File: src/rtl/mac_pkg.sv
// Shared definitions for the dot-product MAC datapath.
//   mac_state_t : controller states (IDLE, ACCUM, DONE)
//   PROD_W      : width of the 4x4 unsigned product from mult4
package mac_pkg;

  typedef enum logic [1:0] {
    IDLE  = 2'd0,
    ACCUM = 2'd1,
    DONE  = 2'd2
  } mac_state_t;

  localparam int unsigned PROD_W = 8;

  // Largest single product, used to bound the accumulator width.
  localparam int unsigned PROD_MAX = 225;

endpackage

File: src/rtl/mult4.sv
// 4-bit unsigned array multiplier, purely combinational.
//   A : multiplicand (4 bits)
//   B : multiplier   (4 bits)
//   P : product      (8 bits)
module mult4
  import mac_pkg::*;
(
  input  logic [3:0]        A,
  input  logic [3:0]        B,
  output logic [PROD_W-1:0] P
);

  logic [PROD_W-1:0] pp  [4];
  logic [PROD_W-1:0] sum [4];

  // One row per multiplier bit: AND-gated multiplicand shifted into place,
  // then rippled down the array.
  always_comb begin
    for (int unsigned i = 0; i < 4; i++) begin
      pp[i] = PROD_W'(A & {4{B[i]}}) << i;
    end
    sum[0] = pp[0];
    for (int unsigned i = 1; i < 4; i++) begin
      sum[i] = sum[i-1] + pp[i];
    end
  end

  assign P = sum[3];

endmodule

File: src/rtl/dot_product_mac4.sv
// Streaming dot-product engine built around mult4.
// Accepts VEC_LEN operand pairs over an in_valid/in_ready handshake,
// multiplies each registered pair, accumulates the products and presents the
// sum over an out_valid/out_ready handshake.
//   clk       : clock, rising edge
//   rst_n     : asynchronous active-low reset
//   clear     : synchronous abort of the partial vector (out_sum retained)
//   in_valid  : operand pair present
//   in_ready  : pair can be accepted this cycle
//   a, b      : 4-bit unsigned operands
//   out_valid : result present
//   out_ready : sink accepts the result
//   out_sum   : ACC_W-bit unsigned dot product
module dot_product_mac4
  import mac_pkg::*;
#(
  parameter int unsigned VEC_LEN = 4,
  parameter int unsigned ACC_W   = 10
) (
  input  logic             clk,
  input  logic             rst_n,
  input  logic             clear,
  input  logic             in_valid,
  output logic             in_ready,
  input  logic [3:0]       a,
  input  logic [3:0]       b,
  output logic             out_valid,
  input  logic             out_ready,
  output logic [ACC_W-1:0] out_sum
);

  localparam int unsigned CNT_W = $clog2(VEC_LEN + 1);

  if (VEC_LEN < 1 || VEC_LEN > 255) begin : g_bad_vec_len
    $error("dot_product_mac4: VEC_LEN must be 1..255");
  end

  // The full vector sum must fit without wrapping.
  if ((64'(VEC_LEN) * 64'(PROD_MAX)) >= (64'd1 << ACC_W)) begin : g_bad_acc_w
    $error("dot_product_mac4: ACC_W too narrow for VEC_LEN products");
  end

  mac_state_t        state;
  mac_state_t        state_next;
  logic              run_q;
  logic [3:0]        a_q;
  logic [3:0]        b_q;
  logic              v_q;
  logic [PROD_W-1:0] product;
  logic [ACC_W-1:0]  acc;
  logic [ACC_W-1:0]  sum_next;
  logic [CNT_W-1:0]  in_cnt;
  logic              in_xfer;
  logic              out_xfer;
  logic              last_prod;

  mult4 u_mult4 (
    .A (a_q),
    .B (b_q),
    .P (product)
  );

  // run_q holds in_ready low while in reset and releases it on the first
  // edge afterwards; IDLE with in_cnt=0 alone would already say "ready".
  assign in_ready  = run_q && (state != DONE) && (in_cnt < CNT_W'(VEC_LEN));
  assign out_valid = (state == DONE);
  assign in_xfer   = in_valid && in_ready;
  assign out_xfer  = out_valid && out_ready;
  assign sum_next  = acc + ACC_W'(product);

  // Products come out in acceptance order, so the product in flight while
  // in_cnt already reads VEC_LEN is the last one of the vector.
  assign last_prod = v_q && (in_cnt == CNT_W'(VEC_LEN));

  always_comb begin
    state_next = state;
    if (clear) begin
      state_next = IDLE;
    end else begin
      unique case (state)
        IDLE:    if (in_xfer)   state_next = ACCUM;
        ACCUM:   if (last_prod) state_next = DONE;
        DONE:    if (out_xfer)  state_next = IDLE;
        default:                state_next = IDLE;
      endcase
    end
  end

  always_ff @(posedge clk or negedge rst_n) begin
    if (!rst_n) begin
      state   <= IDLE;
      run_q   <= 1'b0;
      a_q     <= '0;
      b_q     <= '0;
      v_q     <= 1'b0;
      acc     <= '0;
      in_cnt  <= '0;
      out_sum <= '0;
    end else begin
      run_q <= 1'b1;
      state <= state_next;
      if (clear) begin
        v_q    <= 1'b0;
        acc    <= '0;
        in_cnt <= '0;
      end else begin
        v_q <= in_xfer;
        if (in_xfer) begin
          a_q    <= a;
          b_q    <= b;
          in_cnt <= in_cnt + 1'b1;
        end
        // in_ready is low in DONE, so a result transfer never coincides
        // with a pair transfer or a pending product.
        if (out_xfer) begin
          acc    <= '0;
          in_cnt <= '0;
        end else if (v_q) begin
          acc <= sum_next;
          if (last_prod) begin
            out_sum <= sum_next;
          end
        end
      end
    end
  end

endmodule

File: config.mk
export PLATFORM = sky130hd
export DESIGN_NAME = dot_product_mac4
export DESIGN_NICKNAME = d
export VERILOG_FILES = /design/src/rtl/mac_pkg.sv /design/src/rtl/mult4.sv /design/src/rtl/dot_product_mac4.sv
export SDC_FILE = /design/constraint.sdc
export NUM_CORES = 1
export LEC_CHECK = 0
export CORE_MARGIN = 10
export CORE_UTILIZATION = 41
export CTS_CLUSTER_SIZE = 10
export DETAILED_ROUTE_END_ITERATION = 10
export GPL_TIMING_DRIVEN = 0
export HOLD_SLACK_MARGIN = 0.03
export SETUP_SLACK_MARGIN = 0.05
export SLEW_MARGIN = 20
export SYNTH_ARGS = -nofsm -noshare
export SYNTH_HDL_FRONTEND = slang
export SYNTH_SLANG_ARGS = --single-unit
export TNS_END_PERCENT = 50
File: constraint.sdc
create_clock -name clk -period 5.5 [get_ports clk]
set_clock_uncertainty 0.2 [all_clocks]
set_input_delay 0.55 -clock clk [delete_from_list [all_inputs] [get_ports clk]]
set_output_delay 0.55 -clock clk [all_outputs]
set_load 0.01 [all_outputs]
==> out/qor.csv <==
stage,metric,value,unit
status,status,"complete, no violations",
clocking,cts_hold_buf,1,
detailed_routing,avgRoutedWirePerCell,13.05,µm
logic_synthesis,synthCells,197,
timing,rsz0062_at_grt,no,
detailed_routing,vias,1427,
global_routing,grt_pass1_wl,7065,µm
critical_path,r2r-start,a_q[0],
layout,fin_nets,268,
critical_path,cp-start-kind,register,
power_and_ir_drop,max-vdd-ir-drop,0.0002106,V
clocking,cts_tree,yes,
critical_path,worstSetupPathType,register to register,
timing,setup-tns-final,0,ns
logic_synthesis,synth-seq-area-share,0.4039,
detailed_routing,drtIter0Drc,50,
critical_path,r2r_cells,16,
die,start_util,0.4245,
detailed_routing,ant_nets,0,
timing,hold_viol,0,
clocking,clk_latency,0.29,ns
layout,n_antenna_cell,0,
global_routing,met3_usage,0.04116,
clocking,cts_setup_buffers,0,
critical_path,crit_path_start,a_q[0],
global_routing,antenna_found_initial,0,
layout,syn_to_final_growth,22.27,%
die,die_w,92.72,µm
global_routing,use_met1,0.1220,
logic_synthesis,synthArstFlopShare,1.000,
logic_synthesis,yosysTopAreaCellShare,0.4039,
timing,post-route-min-period,4.316,ns
global_routing,grt.met2_usage,0.1588,
critical_path,reg2reg_to,out_sum[9],
logic_synthesis,yosys_most_used_dff,dfrtp_1,
logic_synthesis,synth_edf_count,0,
global_routing,grt_start_max_net_pins,23,
timing,setup_viol_count_final,0,
logic_synthesis,synth_cell_types,37,
timing,relSlewSlack,0.6009,
place,dp_hpwl,3078,µm
die,die_height,92.72,µm
clocking,max-clock-path-buffers,2,
critical_path,cp.arrival,4.29,ns
clocking,cts-root-buf,clkbuf_8,
logic_synthesis,ys_warn_count,0,
clocking,numCtsBuffers,5,
global_routing,overflow,0,
logic_synthesis,synth_area_leaders,"dfrtp_1, ha_1, mux2_2",
timing,slew_violations,0,
critical_path,cp-endpoint,out_sum[9],
timing,fin_crit_sh,0.7847,
global_routing,grt-busiest-layer,met2,
die,core-area,5107,µm²
logic_synthesis,synth_area,2168,µm²
die,rows,26,
logic_synthesis,avgSynthCellArea,11.01,µm²
detailed_routing,drc,0,
clocking,cts_resized,0,
global_routing,first_global_vias,1521,
timing,fmax,231.7,MHz
critical_path,crit_fanout,5,
power_and_ir_drop,p_per_area,337.9,nW/µm²
detailed_routing,first_pass_iters,4,
layout,fillers,490,
layout,layout-drive-gt1-share,0.1217,
power_and_ir_drop,p_leak,1.273,nW
detailed_routing,wirelength,3916,µm
clocking,clock-sinks,35,
run,cap_violations,0,
critical_path,r2r_slack,1.18,ns
critical_path,critPathRequiredTime,5.48,ns
clocking,clk_pin_slew,0.08,ns
critical_path,cp-end-kind,register,
detailed_routing,detail_route.vias_per_cell,4.757,
worst_hold_path,hp-class,register to register,
place,gp_congestion,0.7485,
place,port_buffers,23,
die,die_area,8597,µm²
logic_synthesis,ys_seq_elements,35,
die,pin_count,25,
layout,postLayoutCoreUtil,0.5191,
timing,tightest_slew,0.5987,ns
clocking,htreeDepth,2,
logic_synthesis,synth_top_area_cell,dfrtp_1,
global_routing,track_usage,0.1009,
logic_synthesis,synth_fp_nets,236,
==> cell usage in the layout (no fill, tap or decap), types with 3 or more instances in the layout <==
| cell type | Yosys | layout |
|---|---|---|
| nand3_1 | 4 | 4 |
| o211ai_1 | 3 | 3 |
| mux2i_1 | 6 | 6 |
| nor2_1 | 12 | 12 |
| a21o_1 | 7 | 7 |
| mux2_2 | 12 | 12 |
| nand2_1 | 10 | 10 |
| dfrtp_1 | 35 | 35 |
| fa_1 | 6 | 6 |
| xnor2_1 | 8 | 8 |
| o21ai_0 | 10 | 10 |
| xor2_1 | 5 | 5 |
| nand2b_1 | 3 | 3 |
| inv_1 | 11 | 11 |
| clkbuf_8 | 0 | 5 |
| ha_1 | 20 | 20 |
| a21oi_1 | 8 | 8 |
| clkdlybuf4s50_1 | 0 | 22 |
| and2_1 | 13 | 13 |
==> where the power goes <==
group,switching (W),leakage [nW],internal (W)
logic,0.000173,0.751,0.000149
registers,0.0000209,0.457,0.000278
clock network,0.0000935,0.0654,0.000181
==> layout make-up <==
cell class,instances,area (µm²),area share
multi-input cells,146,1206,0.4549
flip-flops and latches,35,875.8,0.3303
repair buffers,25,262.8,0.09910
well taps,70,87.58,0.03303
clock buffers,6,72.57,0.02737
clock inverters,2,60.06,0.02265
plain buffers,5,45.04,0.01699
inverters,11,41.29,0.01557
==> cell families after synthesis <==
group / after synthesis / share of synthesized area
buffers and inverters: 16 / 0.03981
XOR/XNOR: 13 / 0.05251
adder cells (fa/ha/maj): 26 / 0.1708
multiplexers: 20 / 0.1039
other: 1 / 0.001729
AND/OR/NAND/NOR: 51 / 0.1264
AO/OA/AOI/OAI: 35 / 0.1010
flip-flops: 35 / 0.4039
==> critical path, stage by stage, from the launching register on <==
cell	delay [ns]
dfrtp_1	0.43
and2_1	0.19
fa_1	0.53
inv_1	0.05
fa_1	0.54
inv_1	0.05
ha_1	0.21
fa_1	0.40
a21o_1	0.19
a21oi_1	0.16
xnor2_1	0.14
ha_1	0.28
and2_1	0.21
a21o_1	0.20
o21ai_0	0.20
xor2_1	0.15
o21ai_0	0.08
==> routing by layer <==
layer  up-vias  wire [µm]  share of wire
met2        25       1762           0.45
met1       664       1868           0.48
met4         0         40          0.010
li1        734          -              -
met5         -          0              0
met3         4        244          0.062
==> state kept, by name, summed over array words and instances (netlist names) <==
name,cells
state,2
run_q,1
out_sum,10
v_q,1
b_q,4
acc,10
a_q,4
in_cnt,3
==> worst min path at each step <==
stage / cells after the start / end / from / slack (ns)
floorplan: 0 / a_q[0] / rst_n / 0.05
global placement: 1 / state[0] / state[1] / 0.25
detailed placement: 2 / out_sum[9] / out_sum[9] / 0.27
CTS: 1 / state[0] / state[1] / 0.26
global route: 1 / state[0] / state[1] / 0.30
finish: 1 / state[0] / state[1] / 0.26
==> synth_stat cells, types with 2 or more instances <==
cell,instances
mux2i_1,6
nor2_1,12
nand3_1,4
and2_1,13
xor2_1,5
o21ai_0,10
mux2_2,12
mux2_4,2
nor3b_1,2
buf_6,2
ha_1,20
a21oi_1,8
a211oi_1,2
xnor2_1,8
a21o_1,7
inv_1,11
nand2_1,10
dfrtp_1,35
nand2b_1,3
fa_1,6
o211ai_1,3
==> per-stage QoR <==
step                      total power [W]  area, µm²  instances  hold slack (ns)  setup WS (ns)
after CTS                       0.0009120       2651        300           0.2610          1.152
final                           0.0008958       2651        300           0.2649          1.184
after global placement          0.0006255       2486        290           0.2492          1.165
after floorplan                 0.0005423       2168        197          0.05441          1.393
after global routing            0.0009674       2651        300           0.3026         0.9401
after detailed placement        0.0006269       2509        291           0.2702          1.133
No activity file was read; power rests on OpenSTA's default activity.
